[src/rtl/pcileech_eth_pkg.sv]
// Shared definitions for the RMII Ethernet datapath: framer states, frame constants and
// the bit-serial CRC-32 step used by both the TX framer and the RX FCS checker.
package pcileech_eth_pkg;

  typedef logic [2:0] state_t;

  localparam state_t StIdle     = 3'd0;
  localparam state_t StPreamble = 3'd1;
  localparam state_t StData     = 3'd2;
  localparam state_t StPad      = 3'd3;
  localparam state_t StFcs      = 3'd4;
  localparam state_t StIpg      = 3'd5;

  localparam int unsigned ETH_PREAMBLE_DIBITS = 32;
  localparam int unsigned ETH_FCS_DIBITS      = 16;
  localparam logic [31:0] ETH_CRC_POLY        = 32'hEDB88320;
  localparam logic [31:0] ETH_CRC_INIT        = 32'hFFFFFFFF;

  // One reflected CRC-32 step for a single wire bit.
  function automatic logic [31:0] crc32_bit(input logic [31:0] crc, input logic b);
    return (crc[0] ^ b) ? ((crc >> 1) ^ ETH_CRC_POLY) : (crc >> 1);
  endfunction

endpackage

[src/rtl/pcileech_eth_rmii_tx_if.sv]
// Byte-stream handshake between the frame builder and the RMII TX framer.
interface pcileech_eth_rmii_tx_if;
  logic [7:0] s_data;
  logic       s_valid;
  logic       s_last;
  logic       s_ready;

  modport master (output s_data, output s_valid, output s_last, input s_ready);
  modport slave  (input s_data, input s_valid, input s_last, output s_ready);
endinterface

[src/rtl/pcileech_eth_crc32_d2.sv]
// Combinational CRC-32 update for one RMII dibit (bit0 is the first bit on the wire).
module pcileech_eth_crc32_d2
  import pcileech_eth_pkg::*;
(
  input  logic [31:0] crc_in,
  input  logic [1:0]  dibit,
  output logic [31:0] crc_out
);
  logic [31:0] crc_mid;

  assign crc_mid = crc32_bit(crc_in, dibit[0]);
  assign crc_out = crc32_bit(crc_mid, dibit[1]);
endmodule

[src/rtl/pcileech_eth_rmii_tx.sv]
// RMII transmit framer: preamble/SFD, byte serialisation, zero padding, FCS and
// inter-packet gap, one dibit per 50 MHz cycle.
module pcileech_eth_rmii_tx
  import pcileech_eth_pkg::*;
#(
  parameter int unsigned PARAM_MIN_FRAME_BYTES = 60,
  parameter int unsigned PARAM_IPG_BYTES       = 12
) (
  input  logic                   clk,
  input  logic                   rst_n,
  pcileech_eth_rmii_tx_if.slave  s,
  output logic                   eth_tx_en,
  output logic [1:0]             eth_tx_data,
  output logic                   busy,
  output logic                   underrun,
  output logic [15:0]            frame_count
);

  // The cycle spent in IDLE before the next preamble completes the gap.
  localparam int unsigned IpgCycles = (PARAM_IPG_BYTES * 4 > 1) ? PARAM_IPG_BYTES * 4 - 1 : 1;
  localparam logic [12:0] IpgLast   = 13'(IpgCycles - 1);

  state_t      state_q, state_d;
  logic [1:0]  dibit_q, dibit_d;
  logic [10:0] cnt_q, cnt_d;
  logic [7:0]  shift_q, shift_d;
  logic        last_q, last_d;
  logic [31:0] crc_q, crc_d, crc_next;
  logic        tx_en_q, tx_en_d;
  logic [1:0]  tx_data_q, tx_data_d;
  logic        underrun_q, underrun_d;
  logic [15:0] frame_count_q;
  logic        frame_done;
  logic        ready;
  logic [10:0] cnt_inc;
  logic [31:0] cnt_plus1;
  logic [1:0]  crc_dibit;
  logic        pre_last;
  logic        fcs_last;

  assign cnt_inc   = (cnt_q == 11'h7FF) ? cnt_q : cnt_q + 11'd1;
  assign cnt_plus1 = {21'd0, cnt_q} + 32'd1;
  assign pre_last  = ({cnt_q[2:0], dibit_q} == 5'(ETH_PREAMBLE_DIBITS - 1));
  assign fcs_last  = ({cnt_q[1:0], dibit_q} == 4'(ETH_FCS_DIBITS - 1));
  assign crc_dibit = (state_q == StData) ? shift_q[1:0] : 2'b00;

  pcileech_eth_crc32_d2 u_crc (
    .crc_in  (crc_q),
    .dibit   (crc_dibit),
    .crc_out (crc_next)
  );

  always_comb begin
    state_d    = state_q;
    dibit_d    = dibit_q + 2'd1;
    cnt_d      = cnt_q;
    shift_d    = shift_q;
    last_d     = last_q;
    crc_d      = crc_q;
    tx_en_d    = 1'b0;
    tx_data_d  = 2'b00;
    underrun_d = 1'b0;
    frame_done = 1'b0;
    ready      = 1'b0;
    unique case (state_q)
      StIdle: begin
        dibit_d = 2'd0;
        cnt_d   = 11'd0;
        crc_d   = ETH_CRC_INIT;
        if (s.s_valid) state_d = StPreamble;
      end
      StPreamble: begin
        tx_en_d   = 1'b1;
        tx_data_d = 2'b01;
        if (pre_last) begin
          ready   = 1'b1;
          dibit_d = 2'd0;
          cnt_d   = 11'd0;
          if (s.s_valid) begin
            tx_data_d = 2'b11;
            shift_d   = s.s_data;
            last_d    = s.s_last;
            state_d   = StData;
          end else begin
            tx_en_d    = 1'b0;
            underrun_d = 1'b1;
            state_d    = StIpg;
          end
        end else if (dibit_q == 2'd3) begin
          cnt_d = cnt_q + 11'd1;
        end
      end
      StData: begin
        tx_en_d   = 1'b1;
        tx_data_d = shift_q[1:0];
        shift_d   = {2'b00, shift_q[7:2]};
        crc_d     = crc_next;
        if (dibit_q == 2'd3) begin
          if (last_q) begin
            if (cnt_plus1 < PARAM_MIN_FRAME_BYTES) begin
              cnt_d   = cnt_inc;
              state_d = StPad;
            end else begin
              cnt_d   = 11'd0;
              state_d = StFcs;
            end
          end else begin
            ready = 1'b1;
            if (s.s_valid) begin
              shift_d = s.s_data;
              last_d  = s.s_last;
              cnt_d   = cnt_inc;
            end else begin
              underrun_d = 1'b1;
              cnt_d      = 11'd0;
              state_d    = StIpg;
            end
          end
        end
      end
      StPad: begin
        tx_en_d = 1'b1;
        crc_d   = crc_next;
        if (dibit_q == 2'd3) begin
          if (cnt_plus1 >= PARAM_MIN_FRAME_BYTES) begin
            cnt_d   = 11'd0;
            state_d = StFcs;
          end else begin
            cnt_d = cnt_inc;
          end
        end
      end
      StFcs: begin
        tx_en_d   = 1'b1;
        tx_data_d = ~crc_q[1:0];
        crc_d     = {2'b00, crc_q[31:2]};
        if (fcs_last) begin
          crc_d      = ETH_CRC_INIT;
          cnt_d      = 11'd0;
          frame_done = 1'b1;
          state_d    = StIpg;
        end else if (dibit_q == 2'd3) begin
          cnt_d = cnt_q + 11'd1;
        end
      end
      StIpg: begin
        crc_d = ETH_CRC_INIT;
        if ({cnt_q, dibit_q} == IpgLast) begin
          state_d = StIdle;
        end else if (dibit_q == 2'd3) begin
          cnt_d = cnt_inc;
        end
      end
      default: state_d = StIdle;
    endcase
  end

  always_ff @(posedge clk or negedge rst_n) begin
    if (!rst_n) begin
      state_q       <= StIdle;
      dibit_q       <= 2'd0;
      cnt_q         <= 11'd0;
      shift_q       <= 8'd0;
      last_q        <= 1'b0;
      crc_q         <= ETH_CRC_INIT;
      tx_en_q       <= 1'b0;
      tx_data_q     <= 2'b00;
      underrun_q    <= 1'b0;
      frame_count_q <= 16'd0;
    end else begin
      state_q    <= state_d;
      dibit_q    <= dibit_d;
      cnt_q      <= cnt_d;
      shift_q    <= shift_d;
      last_q     <= last_d;
      crc_q      <= crc_d;
      tx_en_q    <= tx_en_d;
      tx_data_q  <= tx_data_d;
      underrun_q <= underrun_d;
      if (frame_done) frame_count_q <= frame_count_q + 16'd1;
    end
  end

  assign s.s_ready   = ready;
  assign eth_tx_en   = tx_en_q;
  assign eth_tx_data = tx_data_q;
  assign busy        = (state_q != StIdle);
  assign underrun    = underrun_q;
  assign frame_count = frame_count_q;

endmodule

[src/flat_wrapper.sv]
// flat-port wrapper written by rule: the top's interface ports become plain ports
module pcileech_eth_rmii_tx_flat import pcileech_eth_pkg::*;
#(
  parameter int unsigned PARAM_MIN_FRAME_BYTES = 60,
  parameter int unsigned PARAM_IPG_BYTES       = 12
)
  (clk, rst_n, eth_tx_en, eth_tx_data, busy, underrun, frame_count, s_s_data, s_s_valid, s_s_last, s_s_ready);
  pcileech_eth_rmii_tx_if s_i ();
  input  logic clk;
  input  logic rst_n;
  output logic eth_tx_en;
  output logic [1:0] eth_tx_data;
  output logic busy;
  output logic underrun;
  output logic [15:0] frame_count;
  input wire logic [$bits(s_i.s_data)-1:0] s_s_data;
  input wire logic [$bits(s_i.s_valid)-1:0] s_s_valid;
  input wire logic [$bits(s_i.s_last)-1:0] s_s_last;
  output wire logic [$bits(s_i.s_ready)-1:0] s_s_ready;
  assign s_i.s_data = s_s_data;
  assign s_i.s_valid = s_s_valid;
  assign s_i.s_last = s_s_last;
  assign s_s_ready = s_i.s_ready;
  pcileech_eth_rmii_tx #(.PARAM_MIN_FRAME_BYTES(PARAM_MIN_FRAME_BYTES), .PARAM_IPG_BYTES(PARAM_IPG_BYTES)) u_core (.clk(clk), .rst_n(rst_n), .s(s_i), .eth_tx_en(eth_tx_en), .eth_tx_data(eth_tx_data), .busy(busy), .underrun(underrun), .frame_count(frame_count));
endmodule
[config.mk]
export PLATFORM = sky130hd
export DESIGN_NAME = pcileech_eth_rmii_tx_flat
export DESIGN_NICKNAME = d
export VERILOG_FILES = /design/src/rtl/pcileech_eth_pkg.sv /design/src/rtl/pcileech_eth_rmii_tx_if.sv /design/src/rtl/pcileech_eth_crc32_d2.sv /design/src/rtl/pcileech_eth_rmii_tx.sv /design/src/flat_wrapper.sv
export SDC_FILE = /design/constraint.sdc
export NUM_CORES = 1
export LEC_CHECK = 0
export ABC_CLOCK_PERIOD_IN_PS = 4090
export BUFFER_PORTS_ARGS = -buffer_cell sky130_fd_sc_hd__buf_4
export CAP_MARGIN = 15
export CORE_MARGIN = 4
export CORE_UTILIZATION = 35
export DETAILED_ROUTE_END_ITERATION = 16
export GPL_TIMING_DRIVEN = 0
export RECOVER_POWER = 100
export SLEW_MARGIN = 20
export SYNTH_ARGS = -nofsm -noshare
export SYNTH_HDL_FRONTEND = slang
export SYNTH_SLANG_ARGS = --single-unit
[constraint.sdc]
create_clock -name clk -period 4.09 [get_ports clk]
set_clock_uncertainty 0.1 [all_clocks]
set_input_delay 0.6135 -clock clk [delete_from_list [all_inputs] [get_ports clk]]
set_output_delay 0.6135 -clock clk [all_outputs]
set_load 0.01 [all_outputs]
==> results of run 1 <==
## stage by stage
step / worst slack [ps] / total power, mW / util, %
2_1_floorplan: 1670 / 1.82 / -
3_3_place_gp: 1230 / 2.12 / 39.4
3_5_place_dp: 1260 / 2.13 / 39.4
4_1_cts: 896 / 2.92 / 41.7
5_1_grt: 644 / 3.07 / 40.9
6_report: 882 / 2.88 / 40.9
## sequential cells by signal, summed over array words and instances, names as in the netlist
name	flops
u_core.state_q	3
u_core.eth_tx_en	1
u_core.frame_count	16
u_core.crc_q	32
u_core.shift_q	8
u_core.eth_tx_data	2
u_core.dibit_q	2
u_core.last_q	1
u_core.cnt_q	11
u_core.underrun	1
## final cells by class
type	instances	area, um^2	share of cell area, %
timing repair buffer	33	163	3.32
clock buffer	11	253	5.16
multi-input combinational	349	2150	43.9
tap	147	184	3.76
inverter	8	30.0	0.614
buffer	25	114	2.33
sequential	77	1970	40.2
clock inverter	5	33.8	0.690
## final timing paths
path                                    from                     end  slack, ps
max                        u_core.state_q[0]               s_s_ready        880
min                        u_core.dibit_q[0]       u_core.dibit_q[0]        360
max reg2reg                  u_core.cnt_q[0]  u_core.frame_count[12]       1000
min reg2reg                u_core.dibit_q[0]       u_core.dibit_q[0]        360
max in group asynchronous              rst_n       u_core.shift_q[5]       2080
min in group asynchronous              rst_n   u_core.frame_count[6]        670
## kinds of logic (layout without fill, tap and decap cells)
group                    count (synthesis)  after routing  share of synthesized area (%)
AO/OA/AOI/OAI                          135            135                           20.5
XOR/XNOR                                20             20                           4.10
adder cells (fa/ha/maj)                  5              5                           1.46
buffers and inverters                   33             82                           3.39
flip-flops                              77             77                           46.0
multiplexers                            28             28                           6.67
AND/OR/NAND/NOR                        161            161                           17.9
## cells in the mapped netlist, types with 4 or more instances
cell and instances:
nor2b_1 6, a31oi_1 5, o21ai_1 8, nand2_1 54, nor3_1 6, nand2b_1 5, o22a_1 12, and3_1 5
inv_1 6, a21oi_1 37, xor2_1 6, o22ai_1 5, mux2i_1 27, dfrtp_1 45, ha_1 5, xnor2_1 14
o21ai_0 31, nand3_1 15, nor2_1 48, nand4_1 4, clkbuf_1 17, dfstp_2 32, a22oi_1 5
## power by group
group          leakage (nW)  total, mW  switching (mW)  internal (mW)
Clock                 0.140      0.761           0.317          0.444
Combinational         0.993       1.04           0.693          0.347
Sequential            0.946       1.08           0.110          0.970
## routing by layer
layer	GRT usage, %	vias to the layer above	wire length (um)
met5	0	-	0
met4	7.24	0	248
met3	2.97	26	635
met2	23.2	132	4850
met1	20.4	1760	4790
li1	-	1736	-
==> run_results.csv, run 1 <==
group,metric,value,unit
outcome,status,"complete, but fails checks",
outcome,violations,"max-capacitance violations, max-slew violations",
timing,rsz0062_at_grt,"no",
cells_and_area,insertedDiodeCount,0,
cells_and_area,drive_above_1_share,14.2,%
clock_tree,postCtsHoldBufs,0,
critical_path,cp_data_arrival_time,2490,ps
timing,holdWs,360,ps
synth,seq_area_frac_synth,46.0,%
clock_tree,cts_resized,0,
synth,synth_flop_cell,"dfrtp_1",
min_path,hold_class,"reg -> reg",
synth,synthCells,459,
global_route,grt_max_degree,78,
synth,syn_nets,476,
timing,worstMarginPinSlew,1890,ps
synth,syn_avg_cell_area,9.31,um^2
timing,fin_tns_setup,0,ps
placement,placed_cells_incl_taps,639,
placement,dp_hpwl,7.33,mm
placement,portBuffers,33,
timing,min_period,3210,ps
route,route.vias.total,3654,
die,pin_count,34,
critical_path,max_stage_delay,430,ps
synth,syn_area,0.00428,mm^2
critical_path,end_kind,"output pin",
die,die_h,119,um
clock_tree,numCtsBuffers,9,
placement,place_area,0.00471,mm^2
timing,hold_viol,0,
critical_path,crit_top_cell,"clkbuf_1",
cells_and_area,stdcell_count,655,
timing,setup_violations,0,
global_route,grt_pass1_wl,17.3,mm
timing,fmax,312,MHz
route,drc_errors,0,
synth,synth-edff-count,0,
synth,synthTopCellsByArea,"dfrtp_1 26%, dfstp_2 20%, mux2i_1 6.3%",
clock_tree,cts_buffer_depth,2,
clock_tree,cts_setup_buffers,0,
clock_tree,htreeDepth,3,
route,firstDrtPassIters,5,
critical_path,path_cells,"clkbuf_1, clkbuf_1, clkbuf_1, nor2_1, a32oi_1, nor2_1, clkbuf_1",
critical_path,cp.required,3380,ps
cells_and_area,final_cell_mix,"54 x nand2_1, 48 x nor2_1, 45 x dfrtp_1, 42 x clkbuf_1, 37 x a21oi_1",
die,initial_utilization,35.7,%
critical_path,worstRegToRegCells,8,
clock_tree,root_buffer,"clkbuf_16",
cells_and_area,fill_cells,1203,
synth,yosys_warnings,0,
route,final_antenna_net_count,0,
die,fp-row-count,40,
clock_tree,cts_sinks,77,
route,routedWlPerCell,16.1,um
die,fp.dieArea,0.0140,mm^2
global_route,grt_overflow_total,0,
critical_path,start_kind,"flop",
min_path,hold_path_depth,1,
synth,synth_seq_cells,77,
synth,synth.distinct_cells,64,
global_route,grt_pass1_vias,3498,
critical_path,cp.depth,7,
timing,post-route-period-util,78.4,%
global_route,track_usage,15.1,%
synth,synth_top_area_share,26.3,%
clock_tree,worstSkewPairLatency,340,ps
clock_tree,cts_tree,"built",
timing,slew_headroom,-25.9,%
cells_and_area,final_cell_area,0.00489,mm^2
clock_tree,clkSlewWorstSetupHoldPaths,60,ps
route,wirelength,10.5,mm
critical_path,slowest_stage,"clkbuf_1",
power_and_ir_drop,p_per_area,589,mW/mm^2
cells_and_area,nNetsFinal,520,
synth,yosysTopAreaCell,"dfrtp_1",
synth,async_flop_share,100,%
critical_path,worstPathMaxFanout,10,
power_and_ir_drop,peakVddDrop,0.218,mV
timing,maxSlewViolCount,78,
power_and_ir_drop,leakagePower,2.08,nW
placement,gp_congestion,0.901,
critical_path,cp_top_family,"buffers and inverters",
route,routed_via_density,5.58,
global_route,antenna_found_initial,0,
die,core_area,0.0120,mm^2
die,die_w,119,um
run,max_cap_viol_count,1,
critical_path,crit_buf_inv,4,
critical_path,crit_type,"reg -> out",
cells_and_area,area_growth,14.5,%
route,first_iter_violations,260,
cells_and_area,final_common_cell,"nand2_1",
Power figures use the tool's default switching activity.
==> run 2: changes to the inputs <==
ABC_CLOCK_PERIOD_IN_PS = 2900   (was 4090)
clock period = 2.9 ns   (was 4.09 ns; I/O delays follow)
==> run_results.csv, run 2 (synthesized netlist as in run 1, its figures left out) <==
group,metric,value,unit
critical_path,crit_type,"reg -> reg",
global_route,grt_pass1_wl,17.3,mm
timing,post-route-period-util,94.6,%
clock_tree,root_buffer,"clkbuf_16",
clock_tree,numCtsBuffers,9,
timing,fin_tns_setup,0,ps
cells_and_area,final_cell_area,0.00491,mm^2
power_and_ir_drop,peakVddDrop,0.304,mV
cells_and_area,fill_cells,1199,
critical_path,slowest_stage,"or4_4",
route,wirelength,10.5,mm
critical_path,max_stage_delay,580,ps
route,final_antenna_net_count,0,
route,first_iter_violations,287,
cells_and_area,area_growth,14.8,%
clock_tree,worstSkewPairLatency,340,ps
placement,place_area,0.00471,mm^2
die,fp.dieArea,0.0140,mm^2
die,die_h,119,um
clock_tree,htreeDepth,3,
die,fp-row-count,40,
route,routed_via_density,5.57,
cells_and_area,regMostFlops,"u_core.crc_q",
cells_and_area,largest_reg_flops,32,
cells_and_area,nNetsFinal,520,
global_route,grt_max_degree,78,
outcome,violations,"max-capacitance violations, max-slew violations",
cells_and_area,fin_util,41.0,%
clock_tree,clkSlewWorstSetupHoldPaths,60,ps
global_route,grt_pass1_vias,3498,
critical_path,crit_buf_inv,1,
timing,maxSlewViolCount,78,
timing,slew_headroom,-25.7,%
critical_path,end_kind,"flop",
critical_path,cp_top_family,"simple AND/OR/NAND/NOR gates",
outcome,status,"complete, but fails checks",
die,initial_utilization,35.7,%
critical_path,cp_data_arrival_time,2890,ps
timing,worstMarginPinSlew,1890,ps
placement,dp_hpwl,7.33,mm
critical_path,cp.required,3050,ps
placement,placed_cells_incl_taps,639,
global_route,antenna_found_initial,0,
critical_path,worstPathMaxFanout,10,
critical_path,crit_top_cell,"nand2_1",
clock_tree,postCtsHoldBufs,0,
timing,setup_violations,0,
die,core_area,0.0120,mm^2
critical_path,path_cells,"ha_1, clkbuf_2, or2_1, a31oi_1, nor4b_1, or4_4, nand2_1, nand2_1, o21ai_0",
timing,rsz0062_at_grt,"no",
cells_and_area,stdcell_count,655,
cells_and_area,final_common_cell,"nand2_1",
cells_and_area,drive_above_1_share,15.6,%
power_and_ir_drop,p_per_area,830,mW/mm^2
timing,worst_slack,157,ps
route,firstDrtPassIters,5,
timing,fmax,365,MHz
run,max_cap_viol_count,1,
critical_path,start_kind,"flop",
clock_tree,cts_sinks,77,
placement,gp_congestion,0.901,
placement,portBuffers,33,
placement,dp_slack,67.4,ps
timing,min_period,2740,ps
die,die_w,119,um
cells_and_area,insertedDiodeCount,0,
cells_and_area,final_cell_mix,"54 x nand2_1, 48 x nor2_1, 45 x dfrtp_1, 38 x clkbuf_1, 37 x a21oi_1",
route,drc_errors,0,
clock_tree,cts_tree,"built",
route,routedWlPerCell,16.1,um
cells_and_area,multi_input_area,0.00216,mm^2
cells_and_area,regArea,0.00197,mm^2
global_route,grt_overflow_total,0,
timing,hold_viol,0,
power_and_ir_drop,leakagePower,2.10,nW
min_path,hold_class,"in -> reg",
route,route.vias.total,3647,
die,pin_count,34,
clock_tree,cts_buffer_depth,2,
global_route,track_usage,15.1,%
run 2: metal layers:
layer	up-vias	GRT usage [%]	wire length (um)
li1	1741	-	-
met1	1759	20.4	4830
met2	123	23.2	4860
met3	24	2.97	592
met4	0	7.24	246
met5	-	0	0
run 2: where the power goes:
part           internal, mW  switching [mW]
Sequential             1.37           0.157
Combinational         0.491           0.981
Clock                 0.626           0.450
run 2: worst register-to-register path, delay by kind of cell (launching register included):
family,cells,cell delay (ps)
and+or+nand+nor,5,1240
DFF,1,430
AOI/OAI and AO/OA,2,400
adders and majority gates,1,270
buffers and inverters,1,210
run 2: path summary, 6_finish.rpt:
check | startpoint | endpoint | slack (ps) | cells after the start
worst max-delay path | u_core.cnt_q[0] | u_core.cnt_q[7] | 160 | 9
max in group asynchronous | rst_n | u_core.shift_q[5] | 1060 | 1
worst max register to register | u_core.cnt_q[0] | u_core.cnt_q[7] | 160 | 9
min in group asynchronous | rst_n | u_core.frame_count[6] | 480 | 1
worst min-delay path | s_s_last | u_core.last_q | 220 | 3
worst min register to register | u_core.dibit_q[0] | u_core.dibit_q[0] | 360 | 1
run 2: repair_timing:
action	CTS	global route
setup buffers	0	0
setup endpoints to repair	1	17
resized for setup	1	7
run 2: cell type report:
type / instances / share of cell area, %
clock buffer: 11 / 5.15
inverter: 8 / 0.612
multi-input combinational: 349 / 44.0
tap: 147 / 3.75
sequential: 77 / 40.1
timing repair buffer: 33 / 3.31
buffer: 25 / 2.45
clock inverter: 5 / 0.688
run 2: metrics by stage:
stage               hold WS (ps)  power (mW)
detailed placement           361        3.01
global placement             347        2.99
floorplan                   39.4        2.57
global route                 228        4.33
CTS                          190        4.12
finish                       215        4.07
